### src/rtl/uart_rx.sv
// ---------------------------------------------------------------------------
// uart_rx : asynchronous serial receiver, 8 data bits, optional parity,
//           one or two stop bits, runtime-configurable bit period.
//
// Ports
//   clock_i          : single clock, all logic on rising edge
//   reset_i          : synchronous, active-low reset
//   serial_i         : asynchronous UART line (idle high)
//   clock_divider_i  : clock cycles per bit (D); values below 4 act as 4
//   two_stop_bits_i  : 1 = two stop bits expected
//   parity_bit_i     : 1 = parity bit follows the data bits
//   parity_even_i    : 1 = even parity, 0 = odd parity
//   data_o           : last received byte
//   data_valid_o     : one-cycle pulse when a frame completes
//   busy_o           : high whenever the receiver is not idle
//   parity_error_o   : parity status of the last frame
//   framing_error_o  : stop-bit status of the last frame
//
// FSM states
//   state     | meaning
//   ----------+-----------------------------------------------------------
//   IDLE      | waiting for line low (start edge); config latched on entry
//   START     | counting to mid start bit; line high there = false start
//   DATA      | sampling 8 data bits, LSB first, one per bit period
//   PARITY    | sampling the parity bit
//   STOP      | sampling one or two stop bits; last sample completes frame
//   WAIT_HIGH | last stop bit was low (break); wait for line to go high
// ---------------------------------------------------------------------------
module uart_rx #(
  parameter int CLOCK_DIVIDER_WIDTH = 8
) (
  input  logic                           clock_i,
  input  logic                           reset_i,
  input  logic                           serial_i,
  input  logic [CLOCK_DIVIDER_WIDTH-1:0] clock_divider_i,
  input  logic                           two_stop_bits_i,
  input  logic                           parity_bit_i,
  input  logic                           parity_even_i,
  output logic [7:0]                     data_o,
  output logic                           data_valid_o,
  output logic                           busy_o,
  output logic                           parity_error_o,
  output logic                           framing_error_o
);

  // Counter is at least 3 bits wide so the clamp value 4 is representable.
  localparam int CW = (CLOCK_DIVIDER_WIDTH < 3) ? 3 : CLOCK_DIVIDER_WIDTH;

  localparam logic [2:0] S_IDLE      = 3'd0;
  localparam logic [2:0] S_START     = 3'd1;
  localparam logic [2:0] S_DATA      = 3'd2;
  localparam logic [2:0] S_PARITY    = 3'd3;
  localparam logic [2:0] S_STOP      = 3'd4;
  localparam logic [2:0] S_WAIT_HIGH = 3'd5;

  logic [2:0]    r_state;
  logic          r_sync1;
  logic          r_sync2;
  logic [CW-1:0] r_div;
  logic [CW-1:0] r_cnt;
  logic [2:0]    r_bit_cnt;
  logic          r_stop_cnt;
  logic          r_two_stop;
  logic          r_par_en;
  logic          r_par_even;
  logic          r_par_bit;
  logic          r_ferr;
  logic [7:0]    r_shift;

  logic          w_line;
  logic [CW-1:0] w_div_in;
  logic [CW-1:0] w_div_eff;
  logic          w_cnt_zero;
  logic          w_perr;
  logic          w_ferr_next;

  assign w_line      = r_sync2;
  assign w_div_in    = CW'(clock_divider_i);
  assign w_div_eff   = (w_div_in < CW'(4)) ? CW'(4) : w_div_in;
  assign w_cnt_zero  = (r_cnt == '0);
  // Odd total under even parity (or even total under odd parity) is an error.
  assign w_perr      = r_par_en & ((^{r_shift, r_par_bit}) ^ ~r_par_even);
  assign w_ferr_next = r_ferr | ~w_line;
  assign busy_o      = (r_state != S_IDLE);

  always_ff @(posedge clock_i) begin
    if (!reset_i) begin
      r_state         <= S_IDLE;
      r_sync1         <= 1'b1;
      r_sync2         <= 1'b1;
      r_div           <= CW'(4);
      r_cnt           <= '0;
      r_bit_cnt       <= '0;
      r_stop_cnt      <= 1'b0;
      r_two_stop      <= 1'b0;
      r_par_en        <= 1'b0;
      r_par_even      <= 1'b0;
      r_par_bit       <= 1'b0;
      r_ferr          <= 1'b0;
      r_shift         <= '0;
      data_o          <= '0;
      data_valid_o    <= 1'b0;
      parity_error_o  <= 1'b0;
      framing_error_o <= 1'b0;
    end else begin
      r_sync1      <= serial_i;
      r_sync2      <= r_sync1;
      data_valid_o <= 1'b0;

      case (r_state)
        S_IDLE: begin
          if (!w_line) begin
            r_div      <= w_div_eff;
            r_two_stop <= two_stop_bits_i;
            r_par_en   <= parity_bit_i;
            r_par_even <= parity_even_i;
            // First sample lands floor(D/2) cycles after this edge.
            r_cnt      <= (w_div_eff >> 1) - CW'(1);
            r_state    <= S_START;
          end
        end

        S_START: begin
          if (w_cnt_zero) begin
            if (w_line) begin
              r_state <= S_IDLE;
            end else begin
              r_cnt     <= r_div - CW'(1);
              r_bit_cnt <= '0;
              r_state   <= S_DATA;
            end
          end else begin
            r_cnt <= r_cnt - CW'(1);
          end
        end

        S_DATA: begin
          if (w_cnt_zero) begin
            r_shift <= {w_line, r_shift[7:1]};
            r_cnt   <= r_div - CW'(1);
            if (r_bit_cnt == 3'd7) begin
              r_stop_cnt <= 1'b0;
              r_ferr     <= 1'b0;
              r_state    <= r_par_en ? S_PARITY : S_STOP;
            end else begin
              r_bit_cnt <= r_bit_cnt + 3'd1;
            end
          end else begin
            r_cnt <= r_cnt - CW'(1);
          end
        end

        S_PARITY: begin
          if (w_cnt_zero) begin
            r_par_bit <= w_line;
            r_cnt     <= r_div - CW'(1);
            r_state   <= S_STOP;
          end else begin
            r_cnt <= r_cnt - CW'(1);
          end
        end

        S_STOP: begin
          if (w_cnt_zero) begin
            if (r_two_stop && !r_stop_cnt) begin
              r_ferr     <= w_ferr_next;
              r_stop_cnt <= 1'b1;
              r_cnt      <= r_div - CW'(1);
            end else begin
              data_o          <= r_shift;
              parity_error_o  <= w_perr;
              framing_error_o <= w_ferr_next;
              data_valid_o    <= 1'b1;
              r_state         <= w_line ? S_IDLE : S_WAIT_HIGH;
            end
          end else begin
            r_cnt <= r_cnt - CW'(1);
          end
        end

        S_WAIT_HIGH: begin
          if (w_line) r_state <= S_IDLE;
        end

        default: r_state <= S_IDLE;
      endcase
    end
  end

endmodule

### config.mk
export PLATFORM = sky130hd
export DESIGN_NAME = uart_rx
export DESIGN_NICKNAME = d
export VERILOG_FILES = /design/src/rtl/uart_rx.sv
export SDC_FILE = /design/constraint.sdc
export NUM_CORES = 1
export LEC_CHECK = 0
export BUFFER_PORTS_ARGS = -buffer_cell sky130_fd_sc_hd__clkbuf_2
export CORE_MARGIN = 4
export CORE_UTILIZATION = 62
export DETAILED_ROUTE_END_ITERATION = 8
export PLACE_DENSITY = 0.84
export SLEW_MARGIN = 5
export SYNTH_ARGS = -nofsm -noshare
export SYNTH_HDL_FRONTEND = slang
export SYNTH_SLANG_ARGS = --single-unit
### constraint.sdc
create_clock -name clock_i -period 6.11 [get_ports clock_i]
set_clock_uncertainty 0.2 [all_clocks]
set_input_delay 1.222 -clock clock_i [delete_from_list [all_inputs] [get_ports clock_i]]
set_output_delay 1.222 -clock clock_i [all_outputs]
set_load 0.05 [all_outputs]
* Yosys cells after proc, flatten, opt, wreduce, memory -nomap -nowiden
Index checks and enable logic that the tools add are counted.
** Cells by class
- Equal/unequal tests :: 19
- Multiplexer cells :: 34
- Bitwise operators :: 6
- Magnitude comparators :: 1
- Reduce and logical (&&, ||, !) cells :: 19
- $add $sub $neg :: 4
** Operators by type and width (count)
- two-way mux 8 bit :: 7
- two-way mux 3 bit :: 14
- case mux 8 bit (4 select lines) :: 1
- inequality test 2 bit, second input constant :: 11
- case mux 3 bit (6 select lines) :: 1
- subtractor 8 x 1 -> 8 bit, second input constant :: 2
- AND reduction 5 bit :: 2
- == test 3 bit, second input constant :: 3
- parity 9 bit :: 1
- zero test 8 bit :: 1
- less-than comparator 8 x 3 -> 1 bit, second input constant :: 1
- AND reduction 8 bit :: 1
- subtractor 7 x 1 -> 8 bit, second input constant :: 1
- two-way mux 1 bit :: 7
- == test 3 x 2 -> 1 bit, second input constant :: 2
- inequality test 3 bit, second input constant :: 2
- case mux 3 bit (2 select lines) :: 1
- AND reduction 2 bit :: 3
- AND reduction 3 bit :: 2
- case mux 1 bit (2 select lines) :: 2
- AND reduction 4 bit :: 1
- nonzero test 2 bit :: 2
- nonzero test 4 bit :: 1
- adder 3 x 1 -> 3 bit, second input constant :: 1
- 11 further kinds :: 13
** Storage, ports and cells
- Word-level logic and storage cells :: 100
- Register bits after elaboration :: 49
- Output and inout port bits :: 12

* Depth between registers and ports, before layout
Gate-level depths: netlist of run 1.
- Depth in word-level cells :: 5
- Depth in mapped cells :: 9
- Depth with buffers taken out :: 8

* Worst setup path after synthesis of run 1
Ideal clock, no wire load.
- Path kind :: input port to flip-flop
- Start point :: input port clock_divider_i[7]
- End point :: register r_cnt[4]
- Arrival time :: 2.761 ns
- Library setup time :: 0.086 ns
- Cell stages on the path :: 8
- Data required time :: 5.824 ns
- Path buffers :: 0
- Slack :: 3.064 ns
- Cell sequence :: nor4_1 a21boi_0 mux2_2 inv_1 ha_1 nor3b_2 xnor2_1 a211oi_1
** Between the ends
- Longest elaborated chain between the ends :: 5
** Ends and longest elaborated chain
- from (decl) :: line 35 : input logic [CLOCK_DIVIDER_WIDTH-1:0] clock_divider_i,
- less-than comparator 8 x 3 -> 1 bit :: line 79 : assign w_div_eff = (w_div_in < CW'(4)) ? CW'(4) : w_div_in;
- two-way mux 8 bit :: line 79
- subtractor 7 x 1 -> 8 bit :: line 118 : r_cnt <= (w_div_eff >> 1) - CW'(1);
- two-way mux 8 bit :: line 112 : if (!w_line) begin
- case mux 8 bit (4 select lines) :: line 110 : case (r_state)
- to (signal assigned) :: line 118
- to (signal assigned) :: line 128 : r_cnt <= r_div - CW'(1);
- to (signal assigned) :: line 133 : r_cnt <= r_cnt - CW'(1);
- to (decl) :: line 60 : logic [CW-1:0] r_cnt;
No other way between the ends. The select of a mux whose other input is x is not followed.
A chain may end at the register's enable or synchronous reset.

* Worst setup path in the final report of run 1
Same ends and word-level chain as after synthesis.

==> flow_summary.toml, run 1 <==
[global_route]
antenna_found_initial = 0
grt_pass1_wl_mm = 8.58
gr-usage-met2_pct = 32.7
gr-total-overflow = 0
use_met1_pct = 30.4
met3_usage_pct = 3.55
globalRoute.busiestLayer = "met2"
grt_max_degree = 35
grt_pass1_vias = 1832
grt_util_all_layers_pct = 21.2

[layout]
layout.nets = 325
drive_gt1_share_pct = 15.9
fin_cells = 356
areaGrowthSynthToFinish_pct = 10.5
final_cell_area_sq_um = 2680
diodes = 0
final_util_pct = 72.2

[clock_network]
insertion_delay_ns = 0.30
clockRootBuffer = "clkbuf_8"
cts_tree = "done"
cts-buffers-inserted = 5
clk_path_buf_depth = 2
clk_pin_slew_ns = 0.08
cts_setup_buffers = 0
cts.sinks = 49
htreeDepth = 2
cts_resized = 0
hold_buffers = 0

[sta]
min_period_over_period_pct = 49.9
fmax_ghz = 0.328
relSlewSlack_pct = 29.4
setup_tns_ns = 0
setup_viol = 0
tightest_slew_ns = 1.06
drv_slew = 0
grt_setup_unrepaired = "no"
period_needed_ns = 3.05
finalHoldViolations = 0

[logic_synthesis]
synth_compound_area_share_pct = 16.8
synth-edff-count = 0
synthMuxAreaShare_pct = 7.84
synth.cell_area_sq_um = 2430
avgSynthCellArea_sq_um = 8.48
synth_adder_area_share_pct = 1.55
synth_top_family_by_area = "simple AND/OR/NAND/NOR gates"
ys_seq_area_share_pct = 40.4
synthesis.instances = 286
syn_nets = 303
ys.flop_type = "dfxtp_1"
synthArstFlopShare_pct = 0
yosys_warnings = 0
synth_xor_xnor_area_share_pct = 5.47
ys_ff_latch = 49
synth.distinct_cells = 47
yosys.area_share.simple_pct = 23.9

[floorplanning]
num_rows = 22
boundaryPins = 26
start_util_pct = 65.3
die-area_sq_um = 4980
coreArea_sq_um = 3720
die_h_microns = 70.6
chipWidth_microns = 70.6

[power]
p_int_mw = 0.541
peakVddDrop_mv = 0.191
p_per_area_nw_per_um2 = 300
p_sw_mw = 0.263
p_clk_share_pct = 27.4
pwr-share-comb_pct = 26.5
p_leak_nw = 0.986
p_sw_share_pct = 32.7
seq_power_share_pct = 46.1

[placement]
placed_cell_area_sq_um = 2580
io_buffers = 25
dpl.hpwl_mm = 3.46
gp_congestion = 0.856
dpl.cell_count = 349

[setup_path]
r2r_slack_ns = 3.42
critPathLaunch = "clock_divider_i[7]"
ff2ff_path_depth = 5
worstSetupStartpointType = "primary input"
path_class = "primary input to flop"
r2r-end = "r_cnt[5]"
cp_data_arrival_time_ns = 3.07
r2r_start = "r_state[0]"
cp_max_fo = 4
worst_setup_path_end_kind = "flop"
critPathCapture = "r_cnt[4]"
cp_data_required_time_ns = 6.13

[flow_run]
maxCapViolCount = 0

[drt]
drcViolationCount = 0
drt-initial-drc-count = 188
via_per_inst = 5.65
wl_per_cell_microns = 14.1
drtPass1Iterations = 4
ant_nets = 0
via_count = 2012
drt_wl_total_mm = 5.01

[min_path]
holdCritPathClass = "flop to flop"

[outcome]
status = "completed"
==> cell usage after synthesis, types with 2 or more instances <==
cell      count  area, sq um
a211o_1       2         17.5
a211oi_1      5         37.5
a21boi_0      3         22.5
a21o_1        2         15.0
a21oi_1      26          130
a22oi_1       2         15.0
a31o_2        2         17.5
a31oi_1       4         25.0
a41oi_1       4         35.0
buf_2         3         15.0
clkbuf_1      9         33.8
dfxtp_1      49          981
ha_1          3         37.5
inv_1        13         48.8
mux2_2        2         22.5
mux2i_1      14          140
mux2i_2       2         27.5
nand2_1      46          173
nand2b_1      5         31.3
nand3_1       7         35.0
nand4_1       2         12.5
nor2_1       30          113
nor3_1        4         20.0
nor4_1        3         18.8
nor4_4        3         63.8
o21ai_0       6         30.0
or3_1         4         25.0
xnor2_1      12          105
==> worst max-delay path: stages <==
cell and delay (ns):
clkbuf_2 0.10, nor4_1 0.46, a21boi_0 0.19, mux2_2 0.32, inv_1 0.06, ha_1 0.20, nor3b_2 0.20, xnor2_1 0.08
a211oi_1 0.22
==> flip-flops by register name, indices dropped and copies added (netlist names), 3 cells and up <==
name / cells
data_o: 8
r_bit_cnt: 3
r_cnt: 8
r_div: 8
r_shift: 8
r_state: 3
==> per-layer routing <==
layer  vias up  wire length, microns
met5         -                     0
met1       915                  2340
li1       1040                     -
met2        50                  2280
met3         7                   308
met4         0                    78
==> placed cells by master, fill, tap and decap left out, drive strengths merged, types with 5 or more instances in the layout <==
master	instances
inv	13
a21oi	26
nor3	5
clkbuf	30
a211oi	5
o21ai	7
xnor2	13
nor2	31
nand3	7
nand2	47
nor4	6
mux2i	16
nand2b	5
dfxtp	49
==> through the flow <==
| step | hold WS [ns] | power, mW | worst slack, ns |
|---|---|---|---|
| floorplan | 0.186 | 0.543 | 3.06 |
| detailed placement | 0.211 | 0.587 | 2.75 |
| CTS | 0.242 | 0.807 | 3.06 |
| global placement | 0.205 | 0.584 | 2.83 |
| global route | 0.264 | 0.848 | 2.86 |
| finish | 0.229 | 0.804 | 3.06 |
==> layout make-up <==
class	instances	area (sq um)
Inverter	13	48.8
Clock inverter	2	35.0
Tap cell	48	60.1
Fill cell	299	1030
Timing Repair Buffer	27	140
Clock buffer	5	68.8
Sequential cell	49	981
Multi-Input combinational cell	212	1350
==> kinds of logic (layout without fill, tap and decap cells) <==
family | Yosys count | in the layout
xor+xnor | 13 | 13
buf+inv | 25 | 47
fa+ha+maj | 3 | 3
mux | 18 | 18
simple gates | 114 | 114
flops | 49 | 49
compound gates | 64 | 64
==> how the worst min path moves through the flow <==
stage | start | end | slack (ns) | cells after the start
global route | r_sync1 | r_sync2 | 0.26 | 1
detailed placement | r_sync1 | r_sync2 | 0.21 | 1
finish | r_sync1 | r_sync2 | 0.23 | 1
floorplan | r_sync1 | r_sync2 | 0.19 | 1
CTS | r_sync1 | r_sync2 | 0.24 | 1
global placement | r_sync1 | r_sync2 | 0.20 | 1
==> power by group through the flow <==
stage,Combinational (mW),Sequential [mW],Clock (mW)
final,0.213,0.371,0.220
after floorplan,0.177,0.366,0
after CTS,0.213,0.370,0.224
after detailed placement,0.210,0.377,0
after global placement,0.207,0.377,0
after global routing,0.237,0.374,0.237
No activity file was read; power rests on OpenSTA's default activity.
==> inputs of run 2 (changes only) <==
--- a/config.mk
+++ b/config.mk
@@ -5,11 +5,12 @@
 export SDC_FILE = /design/constraint.sdc
 export NUM_CORES = 1
 export LEC_CHECK = 0
+export ABC_AREA = 1
 export BUFFER_PORTS_ARGS = -buffer_cell sky130_fd_sc_hd__clkbuf_2
 export CORE_MARGIN = 4
-export CORE_UTILIZATION = 62
+export CORE_UTILIZATION = 58
 export DETAILED_ROUTE_END_ITERATION = 8
-export PLACE_DENSITY = 0.84
+export PLACE_DENSITY = 0.79
 export SLEW_MARGIN = 5
 export SYNTH_ARGS = -nofsm -noshare
 export SYNTH_HDL_FRONTEND = slang
==> constraint.sdc (replaced) <==
create_clock -name clock_i -period 2.9 [get_ports clock_i]
set_clock_uncertainty 0.2 [all_clocks]
set_input_delay 0.58 -clock clock_i [delete_from_list [all_inputs] [get_ports clock_i]]
set_output_delay 0.58 -clock clock_i [all_outputs]
set_load 0.05 [all_outputs]
==> run 2 against run 1 <==
  * Utilization decreased by 4.9 points
  * Critical path depth rose by 2
  * Power increased to 3.7 times the previous value
  * Clock power increased by 130%
  * Design area up 0.98%
  * Clock-buffer cell count increased by 2
  * Global-route usage grew 0.72 points
  * Synthesized cell count grew 22%
  * Hold slack lost 0.0083 ns
  * First-iteration DRC count fell by 16%
  * Non-clock buffer count rose by 3
  * Largest cell class unchanged
==> flow_summary.toml, run 2 <==
[clock_network]
cts_tree = "done"
clk_pin_slew_ns = 0.09
cts_resized = 0
insertion_delay_ns = 0.30
clockRootBuffer = "clkbuf_8"
hold_buffers = 0
clk_path_buf_depth = 2
cts_setup_buffers = 0
cts-buffers-inserted = 5
htreeDepth = 2
cts.sinks = 49

[sta]
relSlewSlack_pct = 64.9
min_period_over_period_pct = 74.7
tightest_slew_ns = 0.526
setup_viol = 0
grt_setup_unrepaired = "no"
setup_tns_ns = 0
period_needed_ns = 2.17
fmax_ghz = 0.462
drv_slew = 0
holdWs_ns = 0.221
finalHoldViolations = 0

[logic_synthesis]
synth.distinct_cells = 34
synth-edff-count = 0
synth_top_area_share_pct = 40.4
synth.cell_area_sq_um = 2430
ys_top_cells_by_area = "dfxtp_1, nand2_1, nor2_1"
synthesis.instances = 349
synth_most_common_cell = "nand2_1"
synthArstFlopShare_pct = 0
syn_nets = 366
synth.largest_area_cell = "dfxtp_1"
avgSynthCellArea_sq_um = 6.96
ys_seq_area_share_pct = 40.4
ys_ff_latch = 49
ys.flop_type = "dfxtp_1"
synthTopCellsByCount = "nand2_1, nor2_1, dfxtp_1"
yosys_warnings = 0

[placement]
dpl.cell_count = 417
placed_cell_area_sq_um = 2590
dpl.hpwl_mm = 3.73
gp_congestion = 0.872
io_buffers = 25

[floorplanning]
boundaryPins = 26
coreArea_sq_um = 4030
die-area_sq_um = 5290
start_util_pct = 60.3
chipWidth_microns = 72.7
num_rows = 23
die_h_microns = 72.7

[layout]
drive_gt1_share_pct = 16.3
final_common_cell = "nand2_1"
nFillCells = 364
final_cell_area_sq_um = 2710
final_cell_mix = "nand2_1, nor2_1, dfxtp_1"
diodes = 0
layout.nets = 391
areaGrowthSynthToFinish_pct = 11.5
fin_cells = 425
final_util_pct = 67.2

[min_path]
holdCritPathClass = "flop to flop"
min_from = "r_sync1"

[setup_path]
slowest_delay_ns = 0.41
path_class = "flop to flop"
critPathLaunch = "r_cnt[4]"
cp_common_cell = "nand2_1"
cp_top_family = "simple AND/OR/NAND/NOR gates"
worstSetupStartpointType = "flop"
cp_data_required_time_ns = 2.90
worst_path_max_delay_cell = "nor2_2"
cp_max_fo = 12
cp.buffers_inverters = 1
crit_chain = "nor2_1 -> nand2_1 -> nor2_2 -> nand2_1 -> nand2_1 -> nand2_2 -> ha_1 -> nand2_1 -> nand2_1 -> o221ai_1 -> inv_1"
cp_data_arrival_time_ns = 2.16
worst_setup_path_end_kind = "flop"
r2r_start = "r_cnt[4]"

[power]
p_leak_nw = 1.25
peakVddDrop_mv = 0.474
p_per_area_nw_per_um2 = 1090

[drt]
ant_nets = 0
via_per_inst = 5.19
via_count = 2204
drcViolationCount = 0
drtPass1Iterations = 4
drt-initial-drc-count = 157
wl_per_cell_microns = 12.1
drt_wl_total_mm = 5.14

[flow_run]
maxCapViolCount = 0

[outcome]
status = "completed"

[global_route]
grt_pass1_vias = 2110
grt_max_degree = 31
gr-total-overflow = 0
antenna_found_initial = 0
grt_pass1_wl_mm = 9.28
grt_util_all_layers_pct = 21.9
-- run 2: cell types whose count changed after synthesis, moves of 9 or more --
cell,delta
o21ai_0,+34
inv_1,+26
nand2_1,+20
xnor2_1,-9
mux2i_1,-14
nor2_1,+24
-- run 2: worst paths after layout --
kind	endpoint	slack (ns)	depth (start not counted)
setup / recovery	r_cnt[2]	0.73	11
hold / removal	r_sync2	0.22	1
setup reg to reg	r_cnt[2]	0.73	11
hold reg to reg	r_sync2	0.22	1
-- run 2: kinds of logic after synthesis --
group	share of synthesized area [%]
AOI/OAI and AO/OA	18.9
xor gates and xnor gates	1.80
adders and majority gates	1.55
buffers and inverters	8.91
DFF	40.4
and+or+nand+nor	28.5
-- run 2: through the flow --
step | setup WS, ns | total power [mW]
after floorplan | 0.904 | 2.22
after global placement | 0.796 | 2.43
after detailed placement | 0.753 | 2.46
after CTS | 0.730 | 2.97
after global routing | 0.490 | 3.25
final | 0.735 | 2.96
-- run 2: power by group --
group	internal (mW)	switching, mW
logic	0.493	1.06
registers	0.798	0.109
clock network	0.281	0.221
total	1.57	1.39
-- run 2: worst reg2reg max path, delay by kind of cell, from the launching register on --
kind | cells | cell delay [ns]
adders and majority gates | 1 | 0.19
AOI/OAI and AO/OA | 1 | 0.17
DFF | 1 | 0.34
buffers and inverters | 1 | 0.05
and+or+nand+nor | 8 | 1.12
-- run 2: layer usage --
layer	part of all wire [%]	wire length, microns	vias up	track usage, %
met5	0	0	-	0
met3	3.6	186	10	4.68
met1	48	2470	996	27.6
met2	46	2390	36	36.6
li1	-	-	1162	-
met4	1.7	89	0	8.61
-- run 2: layout make-up --
class / count / area, sq um / share of cell area (%)
clock buffers: 7 / 86.3 / 3.19
clock inverters: 1 / 30.0 / 1.11
inverters: 41 / 154 / 5.68
multi-input cells: 247 / 1230 / 45.5
flip-flops and latches: 49 / 981 / 36.2
well taps: 50 / 62.6 / 2.31
repair buffers: 30 / 163 / 6.01
==> inputs of run 3 (changes only) <==
--- a/config.mk
+++ b/config.mk
@@ -8,9 +8,9 @@
 export ABC_AREA = 1
 export BUFFER_PORTS_ARGS = -buffer_cell sky130_fd_sc_hd__clkbuf_2
 export CORE_MARGIN = 4
-export CORE_UTILIZATION = 58
+export CORE_UTILIZATION = 52
 export DETAILED_ROUTE_END_ITERATION = 8
-export PLACE_DENSITY = 0.79
+export PLACE_DENSITY = 0.75
 export SLEW_MARGIN = 5
 export SYNTH_ARGS = -nofsm -noshare
 export SYNTH_HDL_FRONTEND = slang
==> constraint.sdc (replaced) <==
create_clock -name clock_i -period 1.95 [get_ports clock_i]
set_clock_uncertainty 0.2 [all_clocks]
set_input_delay 0.39 -clock clock_i [delete_from_list [all_inputs] [get_ports clock_i]]
set_output_delay 0.39 -clock clock_i [all_outputs]
set_load 0.05 [all_outputs]
==> run 3 against run 2 <==
  * The run now ends with setup timing left
  * Clock-buffer cell count decreased by 1
  * Setup slack got worse by 0.74 ns
  * Maximum frequency grew 11%
  * Die area grew 10%
  * Non-clock buffer count up 27
  * Wire length grew 22%
==> flow_summary.toml, run 3 (same netlist as run 2, synthesis figures left out) <==
[setup_path]
cp_data_required_time_ns = 1.96
worstSetupStartpointType = "flop"
worst_setup_path_end_kind = "flop"
cp_data_arrival_time_ns = 1.96
path_class = "flop to flop"
cp_max_fo = 6

[floorplanning]
die_h_microns = 76.3
chipWidth_microns = 76.3
boundaryPins = 26
start_util_pct = 54.6
num_rows = 24
coreArea_sq_um = 4440
die-area_sq_um = 5830

[power]
pwr-share-comb_pct = 63.1
p_sw_share_pct = 45.7
p_sw_mw = 2.64
peakVddDrop_mv = 1.05
p_int_mw = 3.13
p_per_area_nw_per_um2 = 1860
p_clk_share_pct = 13.1
p_leak_nw = 1.41
seq_power_share_pct = 23.8

[layout]
drive_gt1_share_pct = 29.2
layout.nets = 420
diodes = 0
nFillCells = 364
final_common_cell = "nand2_1"
areaGrowthSynthToFinish_pct = 27.5
final_cell_mix = "nand2_1, nor2_1, dfxtp_1"
final_util_pct = 69.7
final_cell_area_sq_um = 3100

[clock_network]
hold_buffers = 0
cts.sinks = 49
cts-buffers-inserted = 5
clk_pin_slew_ns = 0.09
clockRootBuffer = "clkbuf_8"
insertion_delay_ns = 0.30
clk_path_buf_depth = 2
cts_tree = "done"
htreeDepth = 2

[drt]
drcViolationCount = 0
drt-initial-drc-count = 199
ant_nets = 0
drt_wl_total_mm = 6.25
via_per_inst = 5.35
wl_per_cell_microns = 13.7
via_count = 2438
drtPass1Iterations = 5

[global_route]
grt_max_degree = 24
grt_pass1_wl_mm = 9.43
gr-total-overflow = 0
grt_util_all_layers_pct = 19.5
antenna_found_initial = 0
grt_pass1_vias = 2129

[sta]
fmax_ghz = 0.511
grt_setup_unrepaired = "yes"
finalHoldViolations = 0
setup_viol = 1
setup_tns_ns = -0.00763
drv_slew = 0
fin_ws_ns = -0.00763
relSlewSlack_pct = 74.6
tightest_slew_ns = 0.381
min_period_over_period_pct = 100
period_needed_ns = 1.96

[placement]
placed_cell_area_sq_um = 2700
gp_congestion = 0.847
io_buffers = 25
dpl.hpwl_mm = 3.95

[min_path]
holdCritPathClass = "primary input to flop"

[flow_run]
maxCapViolCount = 0

[outcome]
status = "finished with violations"
violations = "setup timing"
[run 3: metrics by stage]
stage | hold WS [ns] | total power [mW] | setup WS [ns] | std cells
finish | 0.0745 | 5.78 | -0.00763 | 456
floorplan | 0.193 | 3.30 | -0.00135 | 349
CTS | 0.0697 | 4.75 | 0.0203 | 441
global route | 0.0755 | 6.18 | -0.159 | 456
detailed placement | 0.202 | 3.95 | 0.00591 | 433
global placement | 0.200 | 3.93 | 0.0416 | 433
[run 3: path summary, 6_finish.rpt]
path | slack [ns] | start | end | cells past startpoint
max reg2reg | -0.008 | r_state[1] | r_cnt[7] | 14
min | 0.07 | serial_i | r_sync1 | 2
max | -0.008 | r_state[1] | r_cnt[7] | 14
min reg2reg | 0.22 | r_sync1 | r_sync2 | 1
[run 3: worst max-delay path, cell delays in order, from the launching register on]
cell and delay (ns):
dfxtp_4 0.38, o21ai_4 0.22, buf_6 0.15, nand2_8 0.06, buf_6 0.12, nor2_2 0.10, nand2_1 0.09, nand2_2 0.10
nand2_4 0.08, nor2_4 0.11, nand2_1 0.05, nand2_1 0.06, nand3_1 0.06, nand2_1 0.06, inv_1 0.04
[run 3: cell type report]
| type | instances | area (sq um) | area share [%] |
|---|---|---|---|
| multi-input combinational | 248 | 1350 | 43.5 |
| sequential | 49 | 995 | 32.1 |
| inverter | 41 | 158 | 5.09 |
| timing repair inverter | 1 | 5.00 | 0.162 |
| timing repair buffer | 57 | 408 | 13.2 |
| tap | 52 | 65.1 | 2.10 |
| clock inverter | 2 | 37.5 | 1.21 |
| clock buffer | 6 | 82.6 | 2.67 |
[run 3: power by group through the flow]
stage	logic [mW]	registers, mW	clock network (mW)
2_1_floorplan	1.89	1.41	0
3_3_place_gp	2.58	1.35	0
3_5_place_dp	2.60	1.36	0
4_1_cts	2.65	1.33	0.773
5_1_grt	3.97	1.40	0.818
6_report	3.65	1.37	0.755
[run 3: layer usage]
layer | up-vias | GRT usage, % | wire length [microns]
met5 | - | 0 | 0
met4 | 0 | 7.61 | 111
met3 | 15 | 4.14 | 385
met2 | 84 | 28.4 | 2820
met1 | 1107 | 28.1 | 2930
li1 | 1232 | - | -
[run 3: what timing repair did]
item	in CTS	in global routing
setup endpoints to repair	2	22
setup buffers	0	12
pin swaps	0	21
cloned	0	3
resized for setup	2	50
